### src/rtl/keypad_pkg.sv
// Shared types for the keypad scanner: FSM states and frame-candidate kinds.
package keypad_pkg;

  // Debounced key state: nothing held, or one key held and already reported.
  typedef enum logic {
    ST_IDLE = 1'b0,
    ST_HELD = 1'b1
  } scan_state_e;

  // What one full frame saw: no contact, exactly one contact, or several.
  typedef enum logic [1:0] {
    CAND_NONE  = 2'd0,
    CAND_KEY   = 2'd1,
    CAND_MULTI = 2'd2
  } cand_kind_e;

  // Contact counts saturate here; two is enough to know "more than one".
  localparam logic [1:0] HIT_SAT = 2'd2;

  // Map a saturated contact count onto a candidate kind.
  function automatic cand_kind_e classify(input logic [1:0] hits);
    cand_kind_e kind;
    case (hits)
      2'd0:    kind = CAND_NONE;
      2'd1:    kind = CAND_KEY;
      default: kind = CAND_MULTI;
    endcase
    return kind;
  endfunction

endpackage

### src/rtl/keypad_tick.sv
// Free-running divider producing a one-cycle tick every FPGA_FREQ/TICK_FREQ
// clocks. The counter runs 0..DIV-1 and the tick is high while it sits at DIV-1.
module keypad_tick #(
  parameter int FPGA_FREQ = 50_000_000,
  parameter int TICK_FREQ = 4_000
) (
  input  logic clk_i,
  input  logic rst_i,
  output logic tick_o
);

  localparam int DIV = FPGA_FREQ / TICK_FREQ;
  localparam int CW  = (DIV > 1) ? $clog2(DIV) : 1;
  localparam logic [CW-1:0] LAST = CW'(DIV - 1);

  logic [CW-1:0] cnt_q;

  // Count up and wrap at DIV-1.
  always_ff @(posedge clk_i or posedge rst_i) begin
    if (rst_i) begin
      cnt_q <= '0;
    end else if (cnt_q == LAST) begin
      cnt_q <= '0;
    end else begin
      cnt_q <= cnt_q + 1'b1;
    end
  end

  assign tick_o = (cnt_q == LAST);

endmodule

### src/rtl/keypad_scan.sv
// Matrix keypad scanner: drives one row at a time, collects a whole frame of
// column contacts, debounces the frame result and emits single key events
// through a valid/ready output register with a sticky overrun flag.
module keypad_scan #(
  parameter int ROW_CNT        = 4,
  parameter int COL_CNT        = 4,
  parameter int FPGA_FREQ      = 50_000_000,
  parameter int SCAN_FREQ      = 1_000,
  parameter int DEBOUNCE_SCANS = 4
) (
  input  logic                                  clk_i,
  input  logic                                  rst_i,
  input  logic [COL_CNT-1:0]                    col_i,
  input  logic                                  key_ready_i,
  output logic [ROW_CNT-1:0]                    row_o,
  output logic                                  key_valid_o,
  output logic [$clog2(ROW_CNT*COL_CNT)-1:0]    key_code_o,
  output logic                                  pressed_o,
  output logic                                  overrun_o
);

  import keypad_pkg::*;

  localparam int CODE_W = $clog2(ROW_CNT * COL_CNT);
  localparam int ROW_W  = (ROW_CNT > 1) ? $clog2(ROW_CNT) : 1;
  localparam int SW     = $clog2(DEBOUNCE_SCANS + 1);
  localparam logic [ROW_W-1:0] ROW_LAST = ROW_W'(ROW_CNT - 1);
  localparam logic [SW-1:0]    DEB_V    = SW'(DEBOUNCE_SCANS);

  // Row dwell tick
  logic tick;

  keypad_tick #(
    .FPGA_FREQ (FPGA_FREQ),
    .TICK_FREQ (SCAN_FREQ * ROW_CNT)
  ) u_tick (
    .clk_i  (clk_i),
    .rst_i  (rst_i),
    .tick_o (tick)
  );

  // Column synchronizer
  logic [COL_CNT-1:0] col_meta_q;
  logic [COL_CNT-1:0] col_sync_q;

  // Two flops between the raw switch lines and any decision logic.
  always_ff @(posedge clk_i or posedge rst_i) begin
    if (rst_i) begin
      col_meta_q <= '0;
      col_sync_q <= '0;
    end else begin
      col_meta_q <= col_i;
      col_sync_q <= col_meta_q;
    end
  end

  // Row sequencing
  logic [ROW_W-1:0] row_idx_q;
  logic             frame_close;

  // Advance the driven row on every tick, wrapping after the last row.
  always_ff @(posedge clk_i or posedge rst_i) begin
    if (rst_i) begin
      row_idx_q <= '0;
    end else if (tick) begin
      row_idx_q <= (row_idx_q == ROW_LAST) ? '0 : row_idx_q + 1'b1;
    end
  end

  generate
    for (genvar gi = 0; gi < ROW_CNT; gi++) begin : g_row_dec
      assign row_o[gi] = (row_idx_q == ROW_W'(gi));
    end
  endgenerate

  // The tick that samples the last row also ends the frame.
  assign frame_close = tick && (row_idx_q == ROW_LAST);

  // Frame accumulation
  logic [1:0]        acc_cnt_q;
  logic [CODE_W-1:0] acc_code_q;
  logic [1:0]        hit_cnt_d;
  logic [CODE_W-1:0] hit_code_d;

  // Fold the current row's contacts into the running frame tally; the code
  // is only meaningful while exactly one contact has been seen.
  always_comb begin
    hit_cnt_d  = acc_cnt_q;
    hit_code_d = acc_code_q;
    for (int c = 0; c < COL_CNT; c++) begin
      if (col_sync_q[c]) begin
        if (hit_cnt_d == 2'd0) begin
          hit_code_d = CODE_W'(int'(row_idx_q) * COL_CNT + c);
        end
        if (hit_cnt_d != HIT_SAT) begin
          hit_cnt_d = hit_cnt_d + 2'd1;
        end
      end
    end
  end

  // Keep the tally across the rows of a frame and clear it at frame close.
  always_ff @(posedge clk_i or posedge rst_i) begin
    if (rst_i) begin
      acc_cnt_q  <= '0;
      acc_code_q <= '0;
    end else if (frame_close) begin
      acc_cnt_q  <= '0;
      acc_code_q <= '0;
    end else if (tick) begin
      acc_cnt_q  <= hit_cnt_d;
      acc_code_q <= hit_code_d;
    end
  end

  // Debounce
  cand_kind_e        cand_kind_d;
  logic [CODE_W-1:0] cand_code_d;
  cand_kind_e        prev_kind_q;
  logic [CODE_W-1:0] prev_code_q;
  logic [SW-1:0]     stable_q;
  logic [SW-1:0]     stable_d;
  logic              debounced_d;

  // Classify the closing frame and work out its run length. Non-KEY
  // candidates carry code 0 so a plain compare tells whether frames match.
  always_comb begin
    cand_kind_d = classify(hit_cnt_d);
    cand_code_d = (cand_kind_d == CAND_KEY) ? hit_code_d : '0;
    if ((cand_kind_d == prev_kind_q) && (cand_code_d == prev_code_q)) begin
      stable_d = (stable_q == DEB_V) ? DEB_V : stable_q + 1'b1;
    end else begin
      stable_d = SW'(1);
    end
    debounced_d = (stable_d == DEB_V);
  end

  // Remember the previous frame's candidate and the saturating run length.
  always_ff @(posedge clk_i or posedge rst_i) begin
    if (rst_i) begin
      prev_kind_q <= CAND_NONE;
      prev_code_q <= '0;
      stable_q    <= '0;
    end else if (frame_close) begin
      prev_kind_q <= cand_kind_d;
      prev_code_q <= cand_code_d;
      stable_q    <= stable_d;
    end
  end

  // Press/release FSM
  scan_state_e       state_q;
  logic              emit_q;
  logic [CODE_W-1:0] emit_code_q;

  // A debounced key from IDLE emits one event; only a debounced empty frame
  // releases it. MULTI or another key while held never emits.
  always_ff @(posedge clk_i or posedge rst_i) begin
    if (rst_i) begin
      state_q     <= ST_IDLE;
      emit_q      <= 1'b0;
      emit_code_q <= '0;
    end else begin
      emit_q <= 1'b0;
      if (frame_close) begin
        case (state_q)
          ST_IDLE: begin
            if ((cand_kind_d == CAND_KEY) && debounced_d) begin
              state_q     <= ST_HELD;
              emit_q      <= 1'b1;
              emit_code_q <= cand_code_d;
            end
          end
          ST_HELD: begin
            if ((cand_kind_d == CAND_NONE) && debounced_d) begin
              state_q <= ST_IDLE;
            end
          end
          default: state_q <= ST_IDLE;
        endcase
      end
    end
  end

  assign pressed_o = (state_q == ST_HELD);

  // Event output register
  logic              key_valid_q;
  logic [CODE_W-1:0] key_code_q;
  logic              overrun_q;

  // Load new events unless an unaccepted one is still pending, in which case
  // the new event is dropped and overrun latches. Overrun clears only on a
  // plain handshake; a handshake coinciding with a new event leaves it alone.
  always_ff @(posedge clk_i or posedge rst_i) begin
    if (rst_i) begin
      key_valid_q <= 1'b0;
      key_code_q  <= '0;
      overrun_q   <= 1'b0;
    end else if (emit_q) begin
      if (key_valid_q && !key_ready_i) begin
        overrun_q <= 1'b1;
      end else begin
        key_valid_q <= 1'b1;
        key_code_q  <= emit_code_q;
      end
    end else if (key_valid_q && key_ready_i) begin
      key_valid_q <= 1'b0;
      overrun_q   <= 1'b0;
    end
  end

  assign key_valid_o = key_valid_q;
  assign key_code_o  = key_code_q;
  assign overrun_o   = overrun_q;

endmodule

### config.mk
export PLATFORM = sky130hd
export DESIGN_NAME = keypad_scan
export DESIGN_NICKNAME = d
export VERILOG_FILES = /design/src/rtl/keypad_pkg.sv /design/src/rtl/keypad_tick.sv /design/src/rtl/keypad_scan.sv
export SDC_FILE = /design/constraint.sdc
export NUM_CORES = 1
export LEC_CHECK = 0
export ABC_AREA = 1
export CORE_MARGIN = 5
export CORE_UTILIZATION = 53
export CTS_CLUSTER_DIAMETER = 80
export DETAILED_ROUTE_END_ITERATION = 8
export PLACE_DENSITY_LB_ADDON = 0.08
export SLEW_MARGIN = 20
export SYNTH_ARGS = -nofsm -noshare
export SYNTH_HDL_FRONTEND = slang
export SYNTH_HIERARCHICAL = 1
export SYNTH_SLANG_ARGS = --single-unit
### constraint.sdc
create_clock -name clk_i -period 2.8 [get_ports clk_i]
set_input_delay 0.56 -clock clk_i [delete_from_list [all_inputs] [get_ports clk_i]]
set_output_delay 0.56 -clock clk_i [all_outputs]
set_load 0.03 [all_outputs]
# Yosys cells after proc, flatten, opt, wreduce, memory -nomap -nowiden
# Cells that the tools add are included.
word_totals:
  ff_bits: 51
  mem_count: 0
  ram_bits: 0
  elab_cells: 99
  latch_bits: 0
  romBits: 0
op_classes:
  n_addsub: 10
  div_mod_pow: 0
  n_reduce_logical: 20
  n_shift: 0
  mux: 36
  bitwise_logic: 2
  n_mul: 0
  magnitude_cmp: 0
  eq_ne: 16
op_table:
  columns: ["operator", "count"]
  rows:
  - ["two-way mux 4 bit", 11]
  - ["two-way mux 2 bit", 11]
  - ["adder 14 x 1 -> 14 bit (second input constant)", 1]
  - ["== test 14 bit (second input constant)", 1]
  - ["zero test 2 bit", 7]
  - ["two-way mux 14 bit", 1]
  - ["adder 2 x 1 -> 2 bit (second input constant)", 5]
  - ["!= test 2 bit (second input constant)", 5]
  - ["two-way mux 1 bit", 9]
  - ["adder 4 x 2 -> 4 bit (second input constant)", 2]
  - ["== test 2 x 1 -> 1 bit (second input constant)", 3]
  - ["== test 3 bit (second input constant)", 2]
  - ["logical AND 1 bit", 6]
  - ["two-way mux 3 bit", 2]
  - ["AND reduction 2 bit", 3]
  - ["adder 4 x 1 -> 4 bit (second input constant)", 1]
  - ["== test 2 bit (second input constant)", 2]
  - ["== test 4 bit", 1]
  - ["one-hot mux 2 bit (2 select lines)", 1]
  - ["nonzero test 2 bit", 2]
  - ["adder 3 x 1 -> 3 bit (second input constant)", 1]
  - ["AND reduction 3 bit", 1]
  - ["== test 2 bit", 1]
  - ["!= test 2 x 1 -> 1 bit (second input constant)", 1]
  - ["other kinds (3)", 4]

# Depth between registers and ports, before layout
depth:
  ltp_word: 24
  mapped_depth: 24
  ltp_nobuf: 24

# Modules after synthesis
# The synthesis kept the hierarchy.
by_module_without_submodules:
  columns: ["mod", "cells_per_inst", "seq_area_each_um2", "area_each_um2", "n_inst"]
  rows:
  - ["keypad_scan", 258, 925.9, 2083.2, 1]
  - ["keypad_tick", 106, 350.3, 797.0, 1]

# Least setup slack after synthesis
# No wires, ideal clock.
synth_path:
  path_type: "register to register"
  from: "reg acc_cnt_q[0]"
  to: "reg emit_code_q[0]"
  stages_incl_launch_ff: 25
  path_slack_ns: -0.148
  required_time_ns: 2.687
  t_arrival_ns: 2.835
  setup_ns: 0.113
  path_buffers: 0
  path_cell_list: "dfrtp_1 > inv_1 > ha_1 > inv_1 > nand2_1 > nand2_1 > nand2_1 > nand2_1 > o21ai_0 > ha_1 > or2_2 > nand2_2 > nand3_4 > nand2_4 > inv_4 > nor2_8 > nand2_2 > nand2_1 > nand2_1 > nor2_1 > nand3_2 > nor2_4 > nand3_1 > nand2_1 > inv_1"
synth_via:
  elab_chain_cells: 22
  elab_cells_between_ends: 40
synth_lines:
  columns: ["element", "line", "text"]
  rows:
  - ["start, declared", "keypad_scan.sv:80", "logic [1:0] acc_cnt_q;"]
  - ["start signal, assigned", "keypad_scan.sv:111", "acc_cnt_q <= hit_cnt_d;"]
  - ["adder 2 x 1 -> 2 bit or != test 2 bit (tied branches)", "keypad_scan.sv:96, keypad_scan.sv:95", null]
  - ["two-way mux 2 bit", "keypad_scan.sv:95", "if (hit_cnt_d != HIT_SAT) begin"]
  - ["two-way mux 2 bit", "keypad_scan.sv:91", "if (col_sync_q[c]) begin"]
  - ["adder 2 x 1 -> 2 bit or != test 2 bit (tied branches)", "keypad_scan.sv:96, keypad_scan.sv:95", null]
  - ["two-way mux 2 bit", "keypad_scan.sv:95", null]
  - ["two-way mux 2 bit", "keypad_scan.sv:91", null]
  - ["adder 2 x 1 -> 2 bit or != test 2 bit (tied branches)", "keypad_scan.sv:96, keypad_scan.sv:95", null]
  - ["two-way mux 2 bit", "keypad_scan.sv:95", null]
  - ["(+6 left out)", null, null]
  - ["== test 2 x 1 -> 1 bit", "keypad_scan.sv:129, keypad_scan.sv:168", null]
  - ["two-way mux 4 bit", "keypad_scan.sv:129", "cand_code_d = (cand_kind_d == CAND_KEY) ? hit_code_d : '0;"]
  - ["== test 4 bit", "keypad_scan.sv:130", "if ((cand_kind_d == prev_kind_q) && (cand_code_d == prev_code_q)) begin"]
  - ["logical AND 1 bit", "keypad_scan.sv:130", null]
  - ["two-way mux 3 bit", "keypad_scan.sv:130", null]
  - ["== test 3 bit", "keypad_scan.sv:135", "debounced_d = (stable_d == DEB_V);"]
  - ["logical AND 1 bit", "keypad_scan.sv:168", "if ((cand_kind_d == CAND_KEY) && debounced_d) begin"]
  - ["AND reduction 3 bit (no line)", null, null]
  - ["end signal, assigned", "keypad_scan.sv:171", "emit_code_q <= cand_code_d;"]
  - ["end, declared", "keypad_scan.sv:154", "logic [CODE_W-1:0] emit_code_q;"]
# Parallel ways exist; a longest one is shown, timed or not.
# A chain may end at the register's enable or synchronous reset.

# Final worst setup path
layout_path:
  from: "reg acc_cnt_q[1]"
  to: "reg emit_code_q[3]"
# Same word-level chain as after synthesis.

==> impl_metrics.py <==
metrics = {
    "outcome": {
        "violations": "setup timing",
        "status": "finished, violations left",
    },
    "route": {
        "drc": 0,
        "final_antenna_net_count": 0,
        "routedWlPerCell_um": 12.4,
        "drt-initial-drc-count": 131,
        "drt_pass1_iterations": 4,
        "via_per_inst": 4.95,
        "vias": 2394,
        "wl_um": 6000,
    },
    "global_routing": {
        "gr-max-usage-layer": "met2",
        "grt_max_degree": 38,
        "antenna_found_initial": 0,
        "met3_usage_pct": 3.26,
        "grt_pass1_vias": 2465,
        "grt_usage_pct": 18.2,
        "grtUsageMet1_pct": 23.7,
        "globalRoute.totalOverflow": 0,
        "grt_pass1_wl_um": 10700,
        "grt_util_met2_pct": 31.2,
    },
    "critical_path": {
        "crit_path_end_kind": "flip-flop",
        "r2r_setup_slack_ns": -0.25,
        "cp_cell_sequence": "inv_2, ha_4, inv_2, nand2_2, nand2_2, nand2_2, nand2_2, o21ai_2, ha_1, or2_4, nand2_4, nand3_4, nand2_4, inv_4, nor2_8, nand3_2, nand2_2, nand2_2, nor2_2, nand3_2, nor2_4, nand3_1, nand2_1, inv_1",
        "r2r_end": "emit_code_q[3]$_DFFE_PP0P_",
        "cpMostUsedCell": "nand2_2",
        "worstPathMaxFanout": 7,
        "worst_setup_path_start_kind": "flip-flop",
        "worstPathRequired_ns": 3.01,
        "r2r-start": "acc_cnt_q[1]$_DFFE_PP0P_",
        "cpPeakStageDelay_ns": 0.40,
        "r2r_cells": 24,
        "worstPathArrival_ns": 3.26,
        "path_class": "reg2reg",
        "slowest_stage": "dfrtp_1",
    },
    "clock_network": {
        "clk_path_buf_depth": 2,
        "root_buffer": "clkbuf_8",
        "cts_tree": "yes",
        "clock_latency_ns": 0.31,
        "path_clk_slew_ns": 0.10,
        "cts.sinks": 51,
        "cts_max_level": 2,
        "numCtsBuffers": 5,
    },
    "sta": {
        "tightest_slew_ns": 0.555,
        "skew_ns": 0.00822,
        "fmax_ghz": 0.328,
        "fin_crit_sh_pct": 109,
        "rsz0062_at_grt": "yes",
        "slew_violations": 0,
        "fin_tns_setup_ns": -1.40,
        "hold_violations": 0,
        "period_minus_slack_ns": 3.05,
        "slew_headroom_pct": 62.9,
        "setup_ws_ns": -0.250,
        "final-setup-viol-count": 8,
    },
    "pwr": {
        "ir_drop_uv": 288,
        "leakage_nw": 1.81,
        "p_per_area_mw_per_mm2": 406,
    },
    "synthesis": {
        "async_flop_share_pct": 100,
        "syn_avg_cell_area_um2": 7.91,
        "synth-seq-cells": 51,
        "yosys.cell_types.count": 32,
        "synth_edf_count": 0,
        "syn_inst": 364,
        "syn_area_mm2": 0.00288,
        "synth-main-ff-cell": "dfrtp_1",
        "synth-seq-area-share_pct": 44.3,
        "syn-num-nets": 382,
        "yosys_warnings": 6,
    },
    "placed_design": {
        "place_congestion": 0.858,
        "hpwl_um": 4390,
        "numPortBuffers": 17,
        "place_inst": 468,
    },
    "hold_path": {
        "holdCritStartpoint": "col_meta_q[1]$_DFF_PP0_",
        "min_to": "col_sync_q[1]$_DFF_PP0_",
        "holdCritPathClass": "reg2reg",
        "hold_depth": 0,
    },
    "floorplan": {
        "die_area_mm2": 0.00701,
        "die_w_um": 83.7,
        "dieHeight_um": 83.7,
        "placeableCoreArea_mm2": 0.00520,
        "io_pins": 18,
        "placementRows": 26,
        "start_util_pct": 55.3,
    },
    "cells_and_area": {
        "multi_input_area_mm2": 0.00145,
        "drive_above_1_share_pct": 24.4,
        "num-fill-cells": 424,
        "fin_nets": 431,
        "register_area_mm2": 0.00128,
        "final_cells": 484,
        "synthToLayoutAreaGrowth_pct": 23.4,
        "antennaDiodeCount": 0,
    },
    "job": {
        "max_cap_violations": 0,
    },
}
report_power, final:
group | internal (mW) | switching [mW] | total (mW)
clock network | 0.269 | 0.253 | 0.522
logic | 0.0680 | 0.103 | 0.171
registers | 0.742 | 0.00707 | 0.749
worst max-delay path, delay by kind of cell, from the launching register on:
kind            cells  cell delay, ns
fa+ha+maj           2            0.51
buf+inv             4            0.23
flops               1            0.40
compound gates      1            0.07
simple gates       17            1.76
cells in the mapped netlist (all sizes together) (4+ instances only):
cell / number / area, um^2
nor2: 45 / 205
o22ai: 6 / 37.5
inv: 62 / 235
ha: 11 / 138
dfrtp: 51 / 1280
xor2: 4 / 35.0
nand3: 35 / 230
nand4: 7 / 50.1
o21ai: 16 / 80.1
nand2: 113 / 489
logic make-up (layout without fill, tap and decap cells):
| group | count (synthesis) | in the layout | share of synthesized area, % |
|---|---|---|---|
| AO/OA/AOI/OAI | 26 | 26 | 5.08 |
| XOR/XNOR | 5 | 5 | 1.52 |
| adder cells (fa/ha/maj) | 11 | 11 | 4.78 |
| buffers and inverters | 65 | 115 | 8.60 |
| flip-flops | 51 | 51 | 44.3 |
| AND/OR/NAND/NOR | 206 | 206 | 35.7 |
worst max-delay path by stage:
stage	startpoint	endpoint	slack, ns	cells after the start
2_1_floorplan	acc_cnt_q[0]$_DFFE_PP0P_	emit_code_q[0]$_DFFE_PP0P_	0.01	24
3_3_place_gp	acc_cnt_q[0]$_DFFE_PP0P_	emit_code_q[0]$_DFFE_PP0P_	-0.08	24
3_5_place_dp	acc_cnt_q[0]$_DFFE_PP0P_	emit_code_q[1]$_DFFE_PP0P_	-0.17	24
4_1_cts	acc_cnt_q[0]$_DFFE_PP0P_	emit_code_q[1]$_DFFE_PP0P_	-0.16	24
5_1_grt	acc_cnt_q[1]$_DFFE_PP0P_	pressed_o$_DFFE_PP0P_	-0.46	24
6_report	acc_cnt_q[1]$_DFFE_PP0P_	emit_code_q[3]$_DFFE_PP0P_	-0.25	24
what timing repair did:
| item | CTS | global route |
|---|---|---|
| hold buffers | 0 | 0 |
| endpoints found under the hold margin | 0 | 0 |
| gates resized for setup | 8 | 16 |
| setup buffers | 3 | 5 |
| pin swaps | 5 | 20 |
| endpoints found under the setup margin | 7 | 9 |
layout make-up:
type	count	share of cell area (%)
multi-input cells	248	40.8
flip-flops and latches	51	35.9
repair buffers	45	10.9
inverters	62	6.62
well taps	70	2.46
clock buffers	5	1.94
clock inverters	3	1.30
registers in the layout (all words and copies together) (netlist names), 3 cells and up:
signal and cells:
prev_code_q 4, col_meta_q 4, u_tick/cnt_q 14, col_sync_q 4, key_code_o 4, acc_code_q 4
stable_q 3, emit_code_q 4
per-layer routing:
metal | vias up | share of wire, %
li1 | 1232 | -
met2 | 27 | 50
met5 | - | 0
met1 | 1129 | 47
met4 | 0 | 0.83
met3 | 6 | 2.7
stage by stage:
stage	hold WS (ns)	total power [mW]	utilization [%]	cell area (um^2)	setup WS, ns
2_1_floorplan	0.331	0.866	-	2900	0.0113
4_1_cts	0.358	1.45	66.6	3460	-0.158
5_1_grt	0.364	1.51	68.3	3550	-0.463
3_5_place_dp	0.336	0.916	63.4	3300	-0.169
6_report	0.355	1.44	68.3	3550	-0.250
3_3_place_gp	0.335	0.913	63.4	3300	-0.0771
cell usage in the layout (no fill, tap or decap), types with 10 or more instances in the layout:
master           Yosys  routed
inv_1               58      54
nand2_2             14      25
nand2_1             95      82
clkdlybuf4s50_1      0      17
buf_4                0      26
nand3_1             27      23
ha_1                11      10
dfrtp_1             51      51
nand3_2              6      10
nor2_1              38      38
o21ai_0             16      14
No activity file was read; power rests on OpenSTA's default activity.
==> patch 1, RTL diff (same settings) <==
The 3 values of `cand_kind_e` get a one-hot encoding in 3 bits.
--- a/src/rtl/keypad_pkg.sv
+++ b/src/rtl/keypad_pkg.sv
@@ -9,8 +9,8 @@
 
   // What one full frame saw: no contact, exactly one contact, or several.
-  typedef enum logic [1:0] {
-    CAND_NONE  = 2'd0,
-    CAND_KEY   = 2'd1,
-    CAND_MULTI = 2'd2
+  typedef enum logic [2:0] {
+    CAND_NONE  = 3'b001,
+    CAND_KEY   = 3'b010,
+    CAND_MULTI = 3'b100
   } cand_kind_e;
 
Behaviour: same outputs for any inputs over 10 cycles, from zero or initial values and one cycle with rst_i high; not proved beyond that.
==> patch 1 against the unedited design <==
- the flow still finishes with violations (negative setup slack)
- die area up 0.11%
- setup slack better by 21 ps
- sequential cell count up 1
- core utilization down 1.1 points
- sequential share of layout area up 1.3 points
- wire length down 6.4%
- area after synthesis up 0.13%
- final area down 1.6%
- total power down 4.6%
- count of clock-buffer cells in the layout unchanged
- largest power group unchanged
==> patch 1: results (changes against the unedited design) <==
- Synth top area cells: dfrtp_1, nand2_1, inv_1, nor2_1, ha_1
- Reg-to-Reg End: emit_code_q[1]
- Met3 Use GR: 3.46% (+0.20 points)
- WHS Endpoint: col_sync_q[0]
- DR vias: 2372 (-0.92%)
- Largest net degree at the start of global routing: 39 (+2.6%)
- DRT iter0 DRCs: 75 (-43%)
- Post-route setup slack: -228 ps (+21.5 ps)
- Hpwl dp: 4.19 mm (-4.4%)
- DP Cell Count: 472 (+0.85%)
- P_leak: 1.79 nW (-1.1%)
- Met2 wire length: 2.74 mm (-8.1%)
- GR Layer Usage met1: 20.8% (-2.8 points)
- Total global-route track usage: 16.8% (-1.3 points)
- Peak supply drop: 262 µV (-9.0%)
- Min Hold Slack: 353 ps (-1.82 ps)
- Met2 usage: 29.0% (-2.2 points)
- Worst reg-to-reg path cell count: 25 (+4.2%)
- Placer Congestion: 0.863 (+0.63%)
- Worst hold start: col_meta_q[0]
- Worst-margin pin slew: 543 ps (-12.7 ps)
- Syn Nets: 381 (-0.26%)
- Vias in the first global route: 2304 (-6.5%)
- Final setup fails: 9 (+1)
- Setup TNS: -1760 ps (-353 ps)
- Failing checks: negative setup slack
- Synth top cells by count: nand2_1, inv_1, dfrtp_1
- Arrival time at the worst endpoint: 3280 ps (+20 ps)
- WL met3: 176 µm (+10%)
- Status: finished, violations left
- Global-route wire length before repair: 9.82 mm (-8.0%)
- Seq/Total Area, Yosys: 45.2% (+0.85 points)
- DRT met1 WL: 2.61 mm (-7.2%)
- Layout cell share with drive strength beyond 1: 21.4% (-3.0 points)
- Syn Area/Cell: 7.94 µm² (+0.41%)
- Worst clock skew: 8.82 ps (+0.606 ps)
- Routed wire length: 5.62 mm (-6.4%)
## patch 1: kinds of logic (layout without fill, tap and decap cells)
logic type / count (synthesis) / in the layout / synth area share, %
DFF: 52 / 52 / 45.2
adders and majority gates: 11 / 11 / 4.77
and+or+nand+nor: 202 / 202 / 34.3
AOI/OAI and AO/OA: 30 / 30 / 5.68
xor gates and xnor gates: 6 / 6 / 1.82
buffers and inverters: 62 / 114 / 8.29
## patch 1: per-stage QoR
| step | setup WS [ps] | utilization (%) | instance area [µm²] | power [W] |
|---|---|---|---|---|
| CTS | -225 | 66.6 | 3470 | 0.00139 |
| floorplan | -29.3 | - | 2910 | 0.000879 |
| global route | -496 | 67.2 | 3500 | 0.00145 |
| global placement | -125 | 64.3 | 3340 | 0.000942 |
| finish | -228 | 67.2 | 3500 | 0.00138 |
| detailed placement | -241 | 64.3 | 3340 | 0.000945 |
## patch 1: final cells by class
class                      count  area (µm²)
clock buffer                   5        68.8
clock inverter                 3        23.8
fill                         434        1710
inverter                      59         226
multi-input combinational    249        1390
sequential                    52        1300
tap                           70        87.6
timing repair buffer          47         399
## patch 1: where the power goes
| group | internal (W) | leakage, nW | switching, W |
|---|---|---|---|
| Clock | 0.000177 | 0.0404 | 0.000251 |
| Combinational | 0.0000830 | 1.06 | 0.000103 |
| Sequential | 0.000756 | 0.690 | 0.00000550 |
| Total | 0.00102 | 1.79 | 0.000359 |
## patch 1: worst register-to-register path: cells and delay by family (launching register included)
family / cells / cell delay (ps)
simple gates: 18 / 1790
fa+ha+maj: 2 / 490
flops: 1 / 400
compound gates: 1 / 80
buf+inv: 4 / 230
## patch 1: repair_timing
| item | 4_1_cts | 5_1_grt |
|---|---|---|
| buffers inserted | 3 | 2 |
| pin swaps | 2 | 4 |
| endpoints found under the setup margin | 9 | 9 |
| resized for setup | 6 | 5 |
==> patch 2, RTL diff (config.mk and constraints unchanged) <==
Without the edit above. The parameter `ROW_CNT` goes from 4 to 8.
--- a/src/rtl/keypad_scan.sv
+++ b/src/rtl/keypad_scan.sv
@@ -3,5 +3,5 @@
 // through a valid/ready output register with a sticky overrun flag.
 module keypad_scan #(
-  parameter int ROW_CNT        = 4,
+  parameter int ROW_CNT        = 8,
   parameter int COL_CNT        = 4,
   parameter int FPGA_FREQ      = 50_000_000,
Ports: changed (resized key_code_o and row_o); port bits go from 18 to 23. The function was not compared with the original's and may differ.
==> patch 2 against the unedited design <==
- the flow still finishes with violations (negative setup slack)
- critical path type unchanged
- hold slack gained 3.9 ps
- critical path depth rose by 1
- via count up 13%
- setup slack worse by 160 ps
- total power is 1.9% higher
- largest cell class unchanged
- area after synthesis rose by 9.9%
- sequential cell count up 4
- non-clock buffer count is 28 higher
- clock power fell by 16%
- wire length is 12% higher
- final area up 15%
==> patch 2: results (changes against the unedited design) <==
- Synth Area in Adders: 5.14% (+0.36 points)
- Vias in the first global route: 2563 (+4.0%)
- Netlist cell types: 31 (-3.1%)
- Worst slack, placed: -307 ps (-138 ps)
- Post-synthesis mux area share: 0% (unchanged)
- Global-route wire length before repair: 11.2 mm (+4.8%)
- Number of vias per cell: 4.86 (-1.8%)
- Nets: 503 (+17%)
- Max-slew headroom: 64.3% (+1.3 points)
- Post-synthesis compound-gate area fraction: 6.56% (+1.5 points)
- Status: finished, violations left
- Routed wire length: 6.75 mm (+12%)
- Hpwl dp: 4.72 mm (+7.7%)
- Final setup fails: 11 (+3)
- P_leak: 2.15 nW (+19%)
- PortBufs: 22 (+5)
- Layout cell share with drive strength beyond 1: 27.9% (+3.5 points)
- Post-route setup slack: -406 ps (-156 ps)
- Synth top cells by count: nand2_1, inv_1, dfrtp_1
- Filler cell count: 475 (+12%)
- Crit-path max FO: 5 (-2)
- Antenna cells: 0 (unchanged)
- Peak supply drop: 224 µV (-22%)
- Post-CTS sizing: 17 (+9)
- Largest net degree at the start of global routing: 43 (+13%)
- Number of flip-flops in the largest register: 13 (-1)
- Hold Crit Class: flop to flop
- Seq/Total Area, Yosys: 43.5% (-0.81 points)
- Failing checks: negative setup slack
- Placer Congestion: 0.893 (+4.1%)
- XOR/XNOR share of the synthesized area: 0.554% (-0.97 points)
- Total global-route track usage: 18.4% (+0.25 points)
- Antenna violations before repair: 0 (unchanged)
- Syn Nets: 425 (+11%)
- Synth top area cells: dfrtp_1, nand2_1, inv_1, ha_1, nand3_1
- Setup bufs post-CTS: 14 (+11)
- Arrival time at the worst endpoint: 3460 ps (+200 ps)
- DRT iter0 DRCs: 109 (-17%)
- Worst clock skew: 6.34 ps (-1.87 ps)
==> patch 2: cell types whose count changed after synthesis, sizes merged, moves of 2 or more <==
cell   change
nand3      -4
ha         +2
xor2       -2
o22ai      -5
o21ai      +8
a22o       +4
nand2     +21
dfrtp      +4
inv       +14
a21oi      +2
nand4      +4
nor2       -6
==> patch 2: metal layers <==
metal	global-route usage, %	vias to the layer above	routed length (µm)
li1	-	1413	-
met1	23.3	1261	2970
met2	32.0	31	3510
met3	3.12	9	151
met4	5.72	0	109
met5	0	-	0
==> patch 2: power breakdown <==
| group | leakage [nW] | internal [W] | switching (W) |
|---|---|---|---|
| Clock | 0.0461 | 0.000181 | 0.000261 |
| Combinational | 1.37 | 0.0000934 | 0.000129 |
| Sequential | 0.736 | 0.000799 | 0.00000670 |
| Total | 2.15 | 0.00107 | 0.000396 |
==> patch 2: stage by stage <==
step	cells	TNS (ps)	total power (W)	area, µm²
after floorplan	405	-464	0.000940	3210
after detailed placement	530	-2430	0.00100	3740
after global routing	559	-5440	0.00154	4100
final	559	-3570	0.00147	4100
after global placement	530	-1740	0.000998	3740
after CTS	553	-1510	0.00147	4000
==> patch 2: final timing paths <==
path	startpoint	depth (start not counted)	slack [ps]	to
max	acc_cnt_q[1]	25	-410	emit_code_q[0]
min	col_meta_q[1]	0	360	col_sync_q[1]
max reg2reg	acc_cnt_q[1]	25	-410	emit_code_q[0]
min reg2reg	col_meta_q[1]	0	360	col_sync_q[1]
max in group asynchronous	rst_i	3	1740	col_sync_q[2]
min in group asynchronous	rst_i	2	610	u_tick/cnt_q[9]
==> patch 2: layout make-up <==
| cell class | count | area share, % |
|---|---|---|
| clock inverter | 3 | 0.579 |
| timing repair buffer | 73 | 14.9 |
| clock buffer | 5 | 1.68 |
| multi-input combinational | 272 | 39.9 |
| sequential | 55 | 33.5 |
| inverter | 76 | 7.14 |
| tap | 75 | 2.29 |
==> patch 2: logic make-up (layout without fill, tap and decap cells) <==
logic type | Yosys count | count (layout)
AO/OA/AOI/OAI | 35 | 35
adder cells (fa/ha/maj) | 13 | 13
flip-flops | 55 | 55
AND/OR/NAND/NOR | 221 | 222
XOR/XNOR | 2 | 2
buffers and inverters | 79 | 157
==> patch 2: critical path, stage by stage (launching register included) <==
cell and delay [ps]:
dfrtp_1 390, inv_2 80, ha_4 280, nand2_1 90
nand2_2 120, nand2_2 90, nand2_2 90, nand2_2 60
nand2_2 110, ha_4 200, or2_4 250, nand2_8 90
inv_4 40, nand2_4 80, nand2_8 70, nor2_8 160
nand2_2 70, buf_4 140, buf_4 120, buf_4 120
buf_4 120, buf_4 120, buf_4 130, nand4_1 70
nand2_1 60, inv_1 40
